## src/rtl/ps2_pkg.sv

```systemverilog
// ps2_pkg: shared definitions for the PS/2 key-event path.
//   - Set-2 prefix and modifier byte constants, plus the list of bytes the
//     keyboard sends that are not key data (ACK, BAT, echo, errors).
//   - Decoder FSM state enum.
//   - Packed event word as stored in the event FIFO.
package ps2_pkg;

  localparam logic [7:0] PS2_EXT        = 8'hE0;
  localparam logic [7:0] PS2_BRK        = 8'hF0;
  localparam logic [7:0] PS2_PAUSE      = 8'hE1;
  localparam logic [7:0] PS2_LSHIFT     = 8'h12;
  localparam logic [7:0] PS2_RSHIFT     = 8'h59;
  localparam logic [7:0] PS2_CTRL       = 8'h14;
  localparam logic [7:0] PS2_ALT        = 8'h11;
  localparam logic [7:0] PS2_PAUSE_CODE = 8'h77;

  // Bytes following E1 that belong to the pause sequence (E1 itself excluded).
  localparam logic [2:0] PS2_PAUSE_LEN  = 3'd7;

  localparam int PS2_NUM_DISCARD = 8;
  localparam logic [7:0] PS2_DISCARD [PS2_NUM_DISCARD] = '{
    8'h00, 8'hAA, 8'hEE, 8'hFA, 8'hFC, 8'hFD, 8'hFE, 8'hFF
  };

  function automatic logic ps2_is_discard(input logic [7:0] b);
    logic hit;
    hit = 1'b0;
    for (int i = 0; i < PS2_NUM_DISCARD; i++) begin
      if (b == PS2_DISCARD[i]) hit = 1'b1;
    end
    return hit;
  endfunction

  typedef enum logic [2:0] {
    ST_IDLE,
    ST_EXT,
    ST_BRK,
    ST_EXT_BRK,
    ST_PAUSE
  } ps2_state_e;

  // mods = {alt, ctrl, rshift, lshift}
  typedef struct packed {
    logic [3:0] mods;
    logic       ext;
    logic       brk;
    logic [7:0] code;
  } ps2_event_t;

  localparam int PS2_EVENT_W = $bits(ps2_event_t);

endpackage

```

## src/rtl/ps2_event_fifo.sv

```systemverilog
// ps2_event_fifo: synchronous show-ahead FIFO with occupancy count.
//   clk, rst_n  : clock, asynchronous active-low reset
//   push, wdata : write request and data (ignored when full unless popping)
//   pop         : read request (ignored when empty)
//   rdata       : head entry, driven straight from storage
//   full, empty : status flags
//   count       : entries currently held (0..DEPTH)
module ps2_event_fifo #(
  parameter int DEPTH = 8,
  parameter int WIDTH = 14
) (
  input  logic                     clk,
  input  logic                     rst_n,
  input  logic                     push,
  input  logic [WIDTH-1:0]         wdata,
  input  logic                     pop,
  output logic [WIDTH-1:0]         rdata,
  output logic                     full,
  output logic                     empty,
  output logic [$clog2(DEPTH):0]   count
);

  localparam int AW = $clog2(DEPTH);
  localparam logic [AW:0] PTR_ONE = 1;

  logic [AW:0]      wr_ptr_q, wr_ptr_d;
  logic [AW:0]      rd_ptr_q, rd_ptr_d;
  logic [WIDTH-1:0] mem_q [DEPTH];
  logic [WIDTH-1:0] mem_d [DEPTH];
  logic             do_push;
  logic             do_pop;

  // Pointers carry one extra wrap bit: equal pointers mean empty, equal
  // index with differing wrap bit means full.
  assign empty = (wr_ptr_q == rd_ptr_q);
  assign full  = (wr_ptr_q[AW-1:0] == rd_ptr_q[AW-1:0]) && (wr_ptr_q[AW] != rd_ptr_q[AW]);
  assign count = wr_ptr_q - rd_ptr_q;
  assign rdata = mem_q[rd_ptr_q[AW-1:0]];

  assign do_pop  = pop && !empty;
  // A pop in the same cycle frees the slot the push needs.
  assign do_push = push && (!full || do_pop);

  always_comb begin
    wr_ptr_d = wr_ptr_q;
    rd_ptr_d = rd_ptr_q;
    mem_d    = mem_q;
    if (do_push) begin
      mem_d[wr_ptr_q[AW-1:0]] = wdata;
      wr_ptr_d = wr_ptr_q + PTR_ONE;
    end
    if (do_pop) begin
      rd_ptr_d = rd_ptr_q + PTR_ONE;
    end
  end

  always_ff @(posedge clk or negedge rst_n) begin
    if (!rst_n) begin
      wr_ptr_q <= '0;
      rd_ptr_q <= '0;
      for (int i = 0; i < DEPTH; i++) begin
        mem_q[i] <= '0;
      end
    end else begin
      wr_ptr_q <= wr_ptr_d;
      rd_ptr_q <= rd_ptr_d;
      mem_q    <= mem_d;
    end
  end

endmodule

```

## src/rtl/ps2_key_event.sv

```systemverilog
// ps2_key_event: folds raw PS/2 set-2 scan bytes into key events.
//   clk, rst          : clock, asynchronous active-low reset
//   in_valid, in_data : one-cycle strobe with a raw scan byte
//   ev_valid/ev_ready : head-of-queue handshake toward the consumer
//   ev_code, ev_ext, ev_break, ev_mods : head event fields
//   ev_count          : events queued
//   overflow, ovf_clr : sticky drop flag and its clear
module ps2_key_event
  import ps2_pkg::*;
#(
  parameter int FIFO_DEPTH      = 8,
  parameter int SUPPRESS_REPEAT = 1
) (
  input  logic                          clk,
  input  logic                          rst,
  input  logic                          in_valid,
  input  logic [7:0]                    in_data,
  output logic                          ev_valid,
  input  logic                          ev_ready,
  output logic [7:0]                    ev_code,
  output logic                          ev_ext,
  output logic                          ev_break,
  output logic [3:0]                    ev_mods,
  output logic [$clog2(FIFO_DEPTH):0]   ev_count,
  output logic                          overflow,
  input  logic                          ovf_clr
);

  ps2_state_e state_q, state_d;
  logic [2:0] pcnt_q, pcnt_d;
  logic       lshift_q, lshift_d, rshift_q, rshift_d;
  logic       lctrl_q, lctrl_d, rctrl_q, rctrl_d;
  logic       lalt_q, lalt_d, ralt_q, ralt_d;
  logic       last_vld_q, last_vld_d;
  logic       last_ext_q, last_ext_d;
  logic [7:0] last_code_q, last_code_d;
  logic       overflow_q, overflow_d;

  logic       emit, emit_ext, emit_brk, is_pause_ev;
  logic [7:0] emit_code;
  logic       is_disc, is_repeat, push_req, push_ok;
  logic       fifo_full, fifo_empty;
  ps2_event_t new_ev, head_ev;

  assign is_disc = ps2_is_discard(in_data);

  // Prefix decoder: only bytes strobed by in_valid move the state.
  always_comb begin
    state_d     = state_q;
    pcnt_d      = pcnt_q;
    emit        = 1'b0;
    emit_ext    = 1'b0;
    emit_brk    = 1'b0;
    emit_code   = in_data;
    is_pause_ev = 1'b0;
    if (in_valid) begin
      case (state_q)
        ST_IDLE: begin
          if (in_data == PS2_EXT)        state_d = ST_EXT;
          else if (in_data == PS2_BRK)   state_d = ST_BRK;
          else if (in_data == PS2_PAUSE) begin
            state_d = ST_PAUSE;
            pcnt_d  = PS2_PAUSE_LEN;
          end else if (!is_disc)         emit = 1'b1;
        end
        ST_EXT: begin
          if (in_data == PS2_EXT)        state_d = ST_EXT;
          else if (in_data == PS2_BRK)   state_d = ST_EXT_BRK;
          else if (in_data == PS2_PAUSE) begin
            state_d = ST_PAUSE;
            pcnt_d  = PS2_PAUSE_LEN;
          end else if (is_disc)          state_d = ST_IDLE;
          else begin
            emit     = 1'b1;
            emit_ext = 1'b1;
            state_d  = ST_IDLE;
          end
        end
        ST_BRK: begin
          if (in_data == PS2_BRK)        state_d = ST_BRK;
          else if (in_data == PS2_PAUSE) begin
            state_d = ST_PAUSE;
            pcnt_d  = PS2_PAUSE_LEN;
          end else if (is_disc)          state_d = ST_IDLE;
          else begin
            emit     = 1'b1;
            emit_brk = 1'b1;
            state_d  = ST_IDLE;
          end
        end
        ST_EXT_BRK: begin
          if (in_data == PS2_PAUSE) begin
            state_d = ST_PAUSE;
            pcnt_d  = PS2_PAUSE_LEN;
          end else if (is_disc)          state_d = ST_IDLE;
          else begin
            emit     = 1'b1;
            emit_ext = 1'b1;
            emit_brk = 1'b1;
            state_d  = ST_IDLE;
          end
        end
        ST_PAUSE: begin
          // The pause sequence content is fixed, so bytes are only counted.
          if (pcnt_q == 3'd1) begin
            emit        = 1'b1;
            emit_ext    = 1'b1;
            emit_code   = PS2_PAUSE_CODE;
            is_pause_ev = 1'b1;
            state_d     = ST_IDLE;
          end else begin
            pcnt_d = pcnt_q - 3'd1;
          end
        end
        default: state_d = ST_IDLE;
      endcase
    end
  end

  // Modifier tracking; applies even if the event is later dropped.
  always_comb begin
    lshift_d = lshift_q;
    rshift_d = rshift_q;
    lctrl_d  = lctrl_q;
    rctrl_d  = rctrl_q;
    lalt_d   = lalt_q;
    ralt_d   = ralt_q;
    if (emit && !is_pause_ev) begin
      case (emit_code)
        PS2_LSHIFT: lshift_d = !emit_brk;
        PS2_RSHIFT: rshift_d = !emit_brk;
        PS2_CTRL: begin
          if (emit_ext) rctrl_d = !emit_brk;
          else          lctrl_d = !emit_brk;
        end
        PS2_ALT: begin
          if (emit_ext) ralt_d = !emit_brk;
          else          lalt_d = !emit_brk;
        end
        default: ;
      endcase
    end
  end

  assign new_ev.mods = {lalt_d | ralt_d, lctrl_d | rctrl_d, rshift_d, lshift_d};
  assign new_ev.ext  = emit_ext;
  assign new_ev.brk  = emit_brk;
  assign new_ev.code = emit_code;

  assign is_repeat = (SUPPRESS_REPEAT != 0) && emit && !emit_brk && !is_pause_ev &&
                     last_vld_q && (last_ext_q == emit_ext) && (last_code_q == emit_code);
  assign push_req  = emit && !is_repeat;
  assign push_ok   = push_req && (!fifo_full || (ev_ready && !fifo_empty));

  // Only a make that actually entered the queue becomes the repeat reference,
  // so a make lost to overflow can be retried by the next typematic byte.
  always_comb begin
    last_vld_d  = last_vld_q;
    last_ext_d  = last_ext_q;
    last_code_d = last_code_q;
    if (emit && emit_brk) begin
      last_vld_d = 1'b0;
    end else if (push_ok && !is_pause_ev) begin
      last_vld_d  = 1'b1;
      last_ext_d  = emit_ext;
      last_code_d = emit_code;
    end
  end

  // A drop in the same cycle as the clear keeps the flag set.
  assign overflow_d = (push_req && !push_ok) || (overflow_q && !ovf_clr);

  always_ff @(posedge clk or negedge rst) begin
    if (!rst) begin
      state_q     <= ST_IDLE;
      pcnt_q      <= '0;
      lshift_q    <= 1'b0;
      rshift_q    <= 1'b0;
      lctrl_q     <= 1'b0;
      rctrl_q     <= 1'b0;
      lalt_q      <= 1'b0;
      ralt_q      <= 1'b0;
      last_vld_q  <= 1'b0;
      last_ext_q  <= 1'b0;
      last_code_q <= '0;
      overflow_q  <= 1'b0;
    end else begin
      state_q     <= state_d;
      pcnt_q      <= pcnt_d;
      lshift_q    <= lshift_d;
      rshift_q    <= rshift_d;
      lctrl_q     <= lctrl_d;
      rctrl_q     <= rctrl_d;
      lalt_q      <= lalt_d;
      ralt_q      <= ralt_d;
      last_vld_q  <= last_vld_d;
      last_ext_q  <= last_ext_d;
      last_code_q <= last_code_d;
      overflow_q  <= overflow_d;
    end
  end

  ps2_event_fifo #(
    .DEPTH (FIFO_DEPTH),
    .WIDTH (PS2_EVENT_W)
  ) u_fifo (
    .clk   (clk),
    .rst_n (rst),
    .push  (push_req),
    .wdata (new_ev),
    .pop   (ev_ready),
    .rdata (head_ev),
    .full  (fifo_full),
    .empty (fifo_empty),
    .count (ev_count)
  );

  assign ev_valid = !fifo_empty;
  assign ev_code  = head_ev.code;
  assign ev_ext   = head_ev.ext;
  assign ev_break = head_ev.brk;
  assign ev_mods  = head_ev.mods;
  assign overflow = overflow_q;

endmodule

```

## config.mk

```make
export PLATFORM = sky130hd
export DESIGN_NAME = ps2_key_event
export DESIGN_NICKNAME = d
export VERILOG_FILES = /design/src/rtl/ps2_pkg.sv /design/src/rtl/ps2_event_fifo.sv /design/src/rtl/ps2_key_event.sv
export SDC_FILE = /design/constraint.sdc
export NUM_CORES = 1
export LEC_CHECK = 0
export ABC_AREA = 1
export CAP_MARGIN = 0
export CORE_UTILIZATION = 29
export CTS_BUF_LIST = sky130_fd_sc_hd__clkbuf_4
export CTS_CLUSTER_SIZE = 25
export DETAILED_ROUTE_END_ITERATION = 12
export GPL_TIMING_DRIVEN = 0
export PLACE_DENSITY = 0.53
export REMOVE_ABC_BUFFERS = 1
export SYNTH_ARGS = -nofsm -noshare
export SYNTH_HDL_FRONTEND = slang
export SYNTH_SLANG_ARGS = --single-unit
```

## constraint.sdc

```tcl
create_clock -name clk -period 2.5 [get_ports clk]
set_input_delay 0.375 -clock clk [delete_from_list [all_inputs] [get_ports clk]]
set_output_delay 0.375 -clock clk [all_outputs]
set_load 0.005 [all_outputs]
```

==> results by group <==
Drt
  – Drt pass-1 iters: 6
  – DRC: 0
  – DRT iter0 DRCs: 584
  – Final WL: 27.4 mm
  – Via/cell ratio: 4.92
  – Vias: 7368
  – Routed len/inst: 18.3 um
  – Final ANT Viol Nets: 0

Clock tree
  – CTS max path bufs: 2
  – Root Buffer: clkbuf_4
  – Number of CTS-inserted buffers: 17
  – Clock Pin Slew Worst Setup and Hold Paths: 0.16 ns
  – CTS tree: yes
  – Number of H-tree levels: 4
  – # clock sinks: 143
  – Clk_lat worst skew: 0.57 ns

Yosys
  – Asr flop ratio synth: 100%
  – Post-Syn Area per Cell: 7.46 um2
  – Synth area leader: dfrtp_1
  – Post-synthesis cell count: 1026
  – Commonest cells in the synthesized netlist: 437 x nand2_1, 143 x dfrtp_1, 140 x nor2_1
  – Sequential fraction of the synthesis area: 46.8%
  – Synthesized cell area: 7650 um2
  – Top-count cell post-synth: nand2_1
  – Yosys top cell area share: 46.8%
  – Netlist cell types: 42
  – Register bit total from synthesis: 143
  – Number of synthesized flops with an enable pin: 0
  – Dominant synthesized flop cell: dfrtp_1
  – Ys Warns: 0
  – Largest cells by area after synthesis: dfrtp_1 47%, nand2_1 21%, nor2_1 6.9%

Final layout
  – Final Util: 42.1%
  – Design area: 10900 um2
  – Ratio of cells with drive above 1 in the final layout: 34.6%
  – Final nets: 1170
  – Fill cells: 2548
  – Synth-to-layout area growth: 42.9%

Timing
  – Fin crit period: 2.57 ns
  – Finish-stage setup viols: 55
  – RSZ-0062 raised after global routing: yes
  – Setup_tns: -1.72 ns
  – Period utilization: 103%
  – Slew at the pin with the worst max-slew slack: 0.773 ns
  – Endpoints failing hold: 0
  – Final worst setup slack: -0.0728 ns
  – Slew HR: 48.5%
  – Hold_ws: 0.132 ns
  – Final setup skew: 0.0258 ns
  – Max Fclk: 0.389 GHz
  – Slew Viols, Final: 0

Place
  – Detailed Place HPWL: 13.1 mm
  – Pre-CTS setup slack: -2.82 ns
  – Final Wtd Congestion: 0.802
  – PortBufs: 32
  – Cell Area, Placed: 8210 um2

Setup path
  – Reg2Reg Capture Point: u_fifo.mem_q[101]
  – Critical path endpoint category: output port
  – Reg-to-reg slack, setup: -0.07 ns
  – Largest delay share family, worst path: flip-flops
  – Startpoint Class: register
  – Required time worst endpoint: 2.12 ns
  – Crit path DAT: 2.20 ns
  – CP cell instances: clkinvlp_4 > buf_12 > ha_4 > inv_4 > o31ai_4 > xor2_1 > buf_2
  – Register-to-Register Path Depth: 19
  – Crit-path slowest cell: dfrtp_4
  – Crit path buf inv count: 4
  – CP max FO: 4
  – Crit path launch: u_fifo.rd_ptr_q[1]
  – Slowest stage delay, CP: 0.53 ns
  – Worst reg2reg path startpoint: state_q[0]
  – WS Path Type: reg2out

Run status
  – Status: finished with violations
  – Failing checks: negative setup slack

Min path
  – Hold wc startpoint: in_data[1]
  – Hold Crit Depth: 3
  – Worst min-delay path class: in2reg
  – Worst Hold Path EP: last_code_q[1]

Global routing
  – First-pass GRT wire length: 39.6 mm
  – Vias in the first global route: 6888
  – Initial antenna violation count: 1
  – Gr ovfl total: 0
  – All-Layer GR Usage: 19.7%
  – Largest net degree at the start of global routing: 79

Floorplanning
  – Starting Density: 29.4%
  – Die Wd: 164 um
  – FP Rows: 59
  – Chip Height: 164 um
  – I/O pins: 33
  – Core box area: 26000 um2
  – Die area: 27000 um2

Power and ir drop
  – Pwr/cell area: 1230 nW/um2
  – Peak VDD IR: 0.474 mV
  – Pleak: 5.41 nW

Job
  – Max Cap Viol: 0
[worst reg2reg max path: stages, from the launching register on]
cell       delay, ns
dfrtp_2         0.47
nor2_4          0.18
buf_6           0.13
nand4_4         0.11
buf_8           0.18
nand2_1         0.09
nand2_1         0.05
nand2_1         0.05
nor2_1          0.04
nand2_1         0.07
nor2_2          0.04
nand2_1         0.06
inv_2           0.05
nand3_4         0.12
nand3_4         0.11
buf_12          0.18
nor2_4          0.26
clkbuf_16       0.22
nand2_2         0.04
nand2_1         0.08
[metrics by stage]
step | total power [mW] | instances
2_1_floorplan | 6.78 | 982
3_3_place_gp | 8.68 | 1349
3_5_place_dp | 8.80 | 1352
4_1_cts | 12.1 | 1458
5_1_grt | 14.3 | 1498
6_report | 13.4 | 1498
[worst max-delay path by stage]
stage                              end  cells past startpoint
finish                     ev_count[3]                      7
global route           u_fifo.mem_q[9]                     18
CTS                         ev_code[3]                      8
detailed placement    u_fifo.mem_q[61]                     11
global placement    u_fifo.rd_ptr_q[2]                      1
floorplan             u_fifo.mem_q[11]                     11
[power by group]
part           internal, mW  total, mW  switching [mW]
Sequential             3.27       3.99           0.718
Clock                 0.606       1.59           0.985
Combinational          3.54       7.85            4.30
Total                  7.42       13.4            6.00
[sequential cells by signal, summed over array words and instances (netlist names), 3 cells and up]
| register | cells |
|---|---|
| last_code_q | 8 |
| pcnt_q | 3 |
| state_q | 3 |
| u_fifo.mem_q | 112 |
| u_fifo.rd_ptr_q | 4 |
| u_fifo.wr_ptr_q | 4 |
[area by class of cell]
cell class	count	area [um2]	share of cell area (%)
Multi-Input combinational cell	779	4560	41.7
Antenna cell	1	2.50	0.0229
Sequential cell	143	3590	32.8
Clock inverter	15	164	1.50
Tap cell	335	419	3.83
Clock buffer	17	128	1.17
Inverter	64	300	2.75
Timing Repair Buffer	140	1720	15.8
Timing Repair inverter	4	43.8	0.401
[repair_timing]
item                                   CTS  global route
setup buffers                           66            35
endpoints found under the hold margin   77             0
hold buffers                             1             0
cloned                                   7             9
pin swaps                               34            80
setup endpoints to repair              151           144
gates resized for setup                183           244
[logic make-up after synthesis]
kind of cell    Yosys count  share of synthesized area [%]
flops                   143                           46.8
fa+ha+maj                 8                           1.41
mux                       1                          0.131
xor+xnor                  9                           1.03
simple gates            650                           36.5
compound gates          107                           7.83
buf+inv                 108                           6.36
[cell usage in the layout, fill, tap and decap left out, types with 4 or more instances in the layout]
cell type	synthesis	final
nand3_2	3	4
nand2_8	0	5
buf_4	0	48
nand2_2	10	80
nor2_2	5	17
nand2_4	1	26
nand4_1	7	7
clkbuf_16	0	4
a31oi_2	0	4
dlymetal6s2s_1	0	6
nor2_1	140	115
clkdlybuf4s50_1	0	6
nand2_1	437	337
nor2_4	6	22
inv_2	9	12
inv_1	54	43
nand4_4	1	11
clkinvlp_4	0	10
o22ai_1	15	5
buf_12	0	29
buf_2	14	17
clkinv_4	0	4
a21oi_1	5	4
buf_16	0	7
nand3_1	15	12
xor2_1	6	6
o21ai_0	64	23
buf_8	1	5
o21ai_1	2	28
o21ai_2	0	14
o22ai_2	0	10
dfrtp_1	143	138
clkbuf_4	0	17
buf_6	7	15
a31oi_1	14	10
nor2_8	4	4
[per-layer routing]
layer	global-route usage, %	wire, um
met1	25.1	11400
met2	33.1	13600
met3	3.52	1620
met4	7.51	802
met5	0	0
No activity file was read; power rests on OpenSTA's default activity.
